==> src/rtl/alu_op_scheduler_pkg.sv <==
// Shared types and constants for the ALU operation scheduler.
// Opcode classes, FSM states and the unit-enable decode helper.
package alu_pkg;

    localparam int WIDTH_DEF = 16;

    localparam logic [1:0] OPC_ARITH = 2'b00;
    localparam logic [1:0] OPC_LOGIC = 2'b01;
    localparam logic [1:0] OPC_CMP   = 2'b10;
    localparam logic [1:0] OPC_SHIFT = 2'b11;

    typedef enum logic [1:0] {
        IDLE    = 2'b00,
        ISSUE   = 2'b01,
        CAPTURE = 2'b10,
        RESP    = 2'b11
    } state_t;

    // Bit order {shift, cmp, logic, arith}
    function automatic logic [3:0] unit_onehot(input logic [1:0] cls);
        logic [3:0] oh;
        oh = 4'b0000;
        unique case (cls)
            OPC_ARITH: oh = 4'b0001;
            OPC_LOGIC: oh = 4'b0010;
            OPC_CMP:   oh = 4'b0100;
            OPC_SHIFT: oh = 4'b1000;
            default:   oh = 4'b0000;
        endcase
        return oh;
    endfunction

endpackage

==> src/rtl/alu_op_scheduler_rr_arbiter2.sv <==
// Two-way round-robin arbiter for the ALU scheduler front end.
// Holds the last grant; the advance strobe records the current winner.
module rr_arbiter2
    import alu_pkg::*;
(
    input  logic       clk,
    input  logic       rst,
    input  logic [1:0] req_valid,
    input  logic       enable,
    input  logic       advance,
    output logic [1:0] req_ready,
    output logic       grant_id
);

    logic last_grant;

    always_comb begin
        req_ready = 2'b00;
        if (enable) begin
            unique case (req_valid)
                2'b01:   req_ready = 2'b01;
                2'b10:   req_ready = 2'b10;
                2'b11:   req_ready = last_grant ? 2'b01 : 2'b10;
                default: req_ready = 2'b00;
            endcase
        end
    end

    assign grant_id = req_ready[1];

    always_ff @(posedge clk or negedge rst) begin
        if (!rst) begin
            last_grant <= 1'b1;
        end else if (advance) begin
            last_grant <= grant_id;
        end
    end

endmodule

==> src/rtl/alu_op_scheduler.sv <==
// Front-end controller for the 16-bit ALU: arbitrates two requesters,
// issues one command at a time and returns the unit result.
module alu_op_scheduler
    import alu_pkg::*;
#(
    parameter int WIDTH = WIDTH_DEF,
    parameter int ID_W  = 1
) (
    input  logic             clk,
    input  logic             rst,
    input  logic [1:0]       Req_Valid,
    output logic [1:0]       Req_Ready,
    input  logic [WIDTH-1:0] Req0_A,
    input  logic [WIDTH-1:0] Req0_B,
    input  logic [3:0]       Req0_Op,
    input  logic [WIDTH-1:0] Req1_A,
    input  logic [WIDTH-1:0] Req1_B,
    input  logic [3:0]       Req1_Op,
    output logic [WIDTH-1:0] ALU_A,
    output logic [WIDTH-1:0] ALU_B,
    output logic [1:0]       ALU_FUN,
    output logic             Arith_Enable,
    output logic             Logic_Enable,
    output logic             CMP_Enable,
    output logic             Shift_Enable,
    input  logic [WIDTH-1:0] Arith_Out,
    input  logic [WIDTH-1:0] Logic_Out,
    input  logic [WIDTH-1:0] CMP_Out,
    input  logic [WIDTH-1:0] Shift_Out,
    input  logic             Arith_Flag,
    input  logic             Logic_Flag,
    input  logic             CMP_Flag,
    input  logic             Shift_Flag,
    output logic             Resp_Valid,
    input  logic             Resp_Ready,
    output logic [ID_W-1:0]  Resp_Id,
    output logic [WIDTH-1:0] Resp_Data,
    output logic             Resp_Flag
);

    state_t          state;
    state_t          state_nxt;
    logic [3:0]      op_q;
    logic [ID_W-1:0] id_q;
    logic            arb_en;
    logic            grant_id;
    logic            accept;
    logic [3:0]      en_vec;
    logic [WIDTH-1:0] sel_data;
    logic            sel_flag;

    // Ready is also gated by reset so all outputs drop while rst is low
    assign arb_en = (state == IDLE) && rst;
    assign accept = arb_en && ((Req_Valid & Req_Ready) != 2'b00);

    rr_arbiter2 u_arb (
        .clk       (clk),
        .rst       (rst),
        .req_valid (Req_Valid),
        .enable    (arb_en),
        .advance   (accept),
        .req_ready (Req_Ready),
        .grant_id  (grant_id)
    );

    always_comb begin
        state_nxt = state;
        unique case (state)
            IDLE:    if (accept) state_nxt = ISSUE;
            ISSUE:   state_nxt = CAPTURE;
            CAPTURE: state_nxt = RESP;
            RESP:    if (Resp_Ready) state_nxt = IDLE;
            default: state_nxt = IDLE;
        endcase
    end

    always_ff @(posedge clk or negedge rst) begin
        if (!rst) begin
            state <= IDLE;
        end else begin
            state <= state_nxt;
        end
    end

    assign en_vec = (state == ISSUE) ? unit_onehot(op_q[3:2]) : 4'b0000;
    assign Arith_Enable = en_vec[0];
    assign Logic_Enable = en_vec[1];
    assign CMP_Enable   = en_vec[2];
    assign Shift_Enable = en_vec[3];

    assign Resp_Valid = (state == RESP);

    always_comb begin
        sel_data = '0;
        sel_flag = 1'b0;
        unique case (op_q[3:2])
            OPC_ARITH: begin
                sel_data = Arith_Out;
                sel_flag = Arith_Flag;
            end
            OPC_LOGIC: begin
                sel_data = Logic_Out;
                sel_flag = Logic_Flag;
            end
            OPC_CMP: begin
                sel_data = CMP_Out;
                sel_flag = CMP_Flag;
            end
            OPC_SHIFT: begin
                sel_data = Shift_Out;
                sel_flag = Shift_Flag;
            end
            default: begin
                sel_data = '0;
                sel_flag = 1'b0;
            end
        endcase
    end

    always_ff @(posedge clk or negedge rst) begin
        if (!rst) begin
            ALU_A   <= '0;
            ALU_B   <= '0;
            ALU_FUN <= 2'b00;
            op_q    <= 4'h0;
            id_q    <= '0;
        end else if (accept) begin
            ALU_A   <= grant_id ? Req1_A : Req0_A;
            ALU_B   <= grant_id ? Req1_B : Req0_B;
            ALU_FUN <= grant_id ? Req1_Op[1:0] : Req0_Op[1:0];
            op_q    <= grant_id ? Req1_Op : Req0_Op;
            id_q    <= ID_W'(grant_id);
        end
    end

    // Unit outputs registered on the ISSUE edge are valid during CAPTURE
    always_ff @(posedge clk or negedge rst) begin
        if (!rst) begin
            Resp_Data <= '0;
            Resp_Flag <= 1'b0;
            Resp_Id   <= '0;
        end else if (state == CAPTURE) begin
            Resp_Data <= sel_data;
            Resp_Flag <= sel_flag;
            Resp_Id   <= id_q;
        end
    end

endmodule

==> config.mk <==
export PLATFORM = sky130hd
export DESIGN_NAME = alu_op_scheduler
export DESIGN_NICKNAME = d
export VERILOG_FILES = /design/src/rtl/alu_op_scheduler_pkg.sv /design/src/rtl/alu_op_scheduler_rr_arbiter2.sv /design/src/rtl/alu_op_scheduler.sv
export SDC_FILE = /design/constraint.sdc
export NUM_CORES = 1
export LEC_CHECK = 0
export ABC_CLOCK_PERIOD_IN_PS = 1700
export CAP_MARGIN = 10
export CORE_ASPECT_RATIO = 0.5
export CORE_MARGIN = 4
export CORE_UTILIZATION = 34
export CTS_BUF_LIST = sky130_fd_sc_hd__clkbuf_8
export DETAILED_ROUTE_END_ITERATION = 16
export GPL_TIMING_DRIVEN = 0
export PLACE_DENSITY = 0.79
export SLEW_MARGIN = 25
export SYNTH_ARGS = -nofsm -noshare
export SYNTH_HDL_FRONTEND = slang
export SYNTH_SLANG_ARGS = --single-unit
==> constraint.sdc <==
create_clock -name clk -period 1.7 [get_ports clk]
set_input_delay 0.255 -clock clk [delete_from_list [all_inputs] [get_ports clk]]
set_output_delay 0.255 -clock clk [all_outputs]
set_load 0.05 [all_outputs]
==> impl_metrics.ini <==
[die]
fp.dieW_um = 144.7
start_util = 0.3574
die-area_um2 = 11050
coreArea_um2 = 8889
die_h_um = 76.35
rows = 24
ios = 204

[cts]
clkSinkCount = 58
cts_root_buffer = clkbuf_8
cts_tree = done
htreeDepth = 3
clk_latency_ns = 0.35
ctsLongestPathBuffers = 2
path_clk_slew_ns = 0.07
cts_buffers = 9

[worst_setup_path]
path_max_fanout = 4
reg2reg_setup_slack_ns = 0.03
path_cells = inv_2, buf_4, ha_4, nor3b_2, buf_6
critPathBufInv = 3
critPathTopFamily = flip-flops
critPathCaptureType = output pin
worstPathRequired_ns = 1.44
crit_arrival_ns = 1.53
crit_type = flip-flop to output pin
cp_slowest_cell = dfrtp_1
crit_path_max_incr_delay_ns = 0.42
start_kind = flip-flop

[synthesis]
synth_top_cell_area_share = 0.4490
synth_warnings = 0
syn_nets = 413
synthFlopType = dfrtp_1
synth-edff-count = 0
ys_seq_area_frac = 0.4573
yosysTopAreaCell = dfrtp_1
ys_top_cells_by_area = dfrtp_1 45%, mux4_2 11%, a2bb2oi_1 9.9%, a31oi_1 7.1%, o21ai_0 5.5%
async_flop_share = 1.000
ys_ff_latch = 58
syn_avg_cell_area_um2 = 12.08
syn_inst = 263
synth_area_um2 = 3177
yosys.cell_types.count = 29

[final_layout]
areaGrowthSynthToFinish_pct = 83.46
fin_cells = 616
drive_above_1_share = 0.2224
diodes = 0
nNetsFinal = 644
final_area_um2 = 5828

[global_routing]
groute.usage.overall = 0.2265
grt_pass1_vias = 3432
grt_max_degree = 32
grt_pass1_wl_um = 19180
antenna_found_initial = 0
grt.overflow.total = 0

[placement]
dp_cells = 583
dp_hpwl_um = 9334
place.gp.congestion = 0.8118
placement.cell_area_um2 = 5370
io_buffer_count = 202

[sta]
finalSetupViolations = 7
relSlewSlack = 0.6404
fin_ws_ns = -0.08016
hold_violations = 0
maxSlewViolCount = 0
worst_slew_pin_slew_ns = 0.5416
finalClockSkew_ns = 0.01299
max_freq_mhz = 561.7
finalCritPeriodShare = 1.047
layout_min_cycle_time_ns = 1.780
rsz0062_at_grt = yes

[worst_hold_path]
hp-class = input pin to async pin

[detailed_routing]
initialDrtViolationCount = 208
drt-pass1-iter-count = 5
drc = 0
routed_via_density = 5.437
ant_nets = 0
routedWlPerCell_um = 21.07
wirelength_um = 12980
vias = 3349

[pwr]
peakVddDrop_mv = 0.7562
p_per_area_nw_per_um2 = 1847
cellLeakagePower_nw = 2.433
total_power_mw = 10.76

[job]
drv_cap = 0

[run_status]
violations = setup timing
status = complete, but fails checks
worst min-delay path: stages:
cell and delay (ns):
buf_4 0.12, buf_12 0.13, buf_12 0.20
cell usage in the layout, fill, tap and decap left out, drive strengths merged:
master         count
clkdlybuf4s50    141
dfrtp             57
dlygate4sd2       53
buf               41
o21ai             39
a31oi             36
a2bb2oi           36
clkbuf            24
mux2              19
mux4              17
inv                5
ha                 5
nor2               5
nand2              3
nor2b              2
clkinv             2
dlygate4sd3        2
a21oi              2
nand2b             1
o211ai             1
and3b              1
nor3b              1
and3               1
mux2i              1
o22a               1
bufinv             1
clkdlybuf4s15      1
dfstp              1
synth_stat cells (3+ instances only):
cell type	count
o21ai_1	4
o21ai_0	35
clkbuf_1	11
mux2_2	9
nand2_1	3
ha_1	5
a31oi_1	36
buf_2	12
mux2_4	10
dfrtp_1	57
a2bb2oi_1	36
buf_4	3
mux4_2	15
nor2_1	4
buf_1	3
inv_1	3
where the power goes:
group	internal, mW	total [mW]	switching [mW]
Clock	0.741	1.30	0.559
Combinational	2.78	6.95	4.16
Sequential	2.11	2.52	0.410
Total	5.63	10.8	5.13
path summary, 6_finish.rpt:
path                                            from                            to  cells after the start
max                             state[1]$_DFFE_PN0P_                  Arith_Enable                      5
min                                              rst         ALU_B[12]$_DFFE_PN0P_                      3
max reg2reg                     state[0]$_DFFE_PN0P_          state[1]$_DFFE_PN0P_                      5
min reg2reg                Resp_Data[12]$_DFFE_PN0P_     Resp_Data[12]$_DFFE_PN0P_                      1
max in group asynchronous                        rst         ALU_B[11]$_DFFE_PN0P_                      4
min in group clk                                 rst  u_arb.last_grant$_DFFE_PN1P_                      4
flip-flops by register name (all words and copies together), names as in the netlist:
register          count
ALU_FUN               1
u_arb.last_grant      1
id_q                  1
ALU_B                16
ALU_A                16
Resp_Flag             1
Resp_Data            16
op_q                  3
state                 2
Resp_Id               1
layer usage:
layer / GRT usage / share of wire / vias to the layer above
li1: - / - / 1501
met1: 0.2809 / 0.39 / 1668
met2: 0.3818 / 0.52 / 141
met3: 0.04765 / 0.049 / 39
met4: 0.09404 / 0.035 / 0
met5: 0 / 0 / -
layout make-up:
cell class	count	area, um2
clock inverter	5	47.55
clock buffer	11	151.4
timing repair buffer	222	2195
multi-input combinational	171	1640
inverter	3	13.76
tap	117	146.4
sequential	58	1454
fill	704	3060
buffer	29	180.2
metrics by stage:
stage | hold slack [ns] | setup slack, ns | util | setup TNS [ns]
2_1_floorplan | -0.04059 | 0.07125 | - | 0
3_3_place_gp | 0.4864 | -3.567 | 0.6022 | -222.05
3_5_place_dp | 0.2037 | -1.046 | 0.6042 | -19.38
4_1_cts | 0.0001518 | -0.1183 | 0.6437 | -0.1548
5_1_grt | 0.006160 | -0.1343 | 0.6557 | -0.6220
6_report | 0.003812 | -0.08016 | 0.6557 | -0.2928
repair_timing:
| action | CTS | global route |
|---|---|---|
| endpoints found under the hold margin | 26 | 1 |
| setup endpoints to repair | 104 | 40 |
| pin swaps | 3 | 2 |
| gates resized for setup | 125 | 16 |
| hold buffers | 4 | 1 |
| setup buffers | 6 | 8 |
cell families (layout without fill, tap and decap cells):
family | Yosys count | after routing | share of synthesized area
buf+inv | 34 | 270 | 0.05317
flops | 58 | 58 | 0.4573
compound gates | 115 | 115 | 0.2414
fa+ha+maj | 5 | 5 | 0.01969
mux | 37 | 37 | 0.2052
simple gates | 14 | 14 | 0.02324
(Power assumes the default switching activity.)
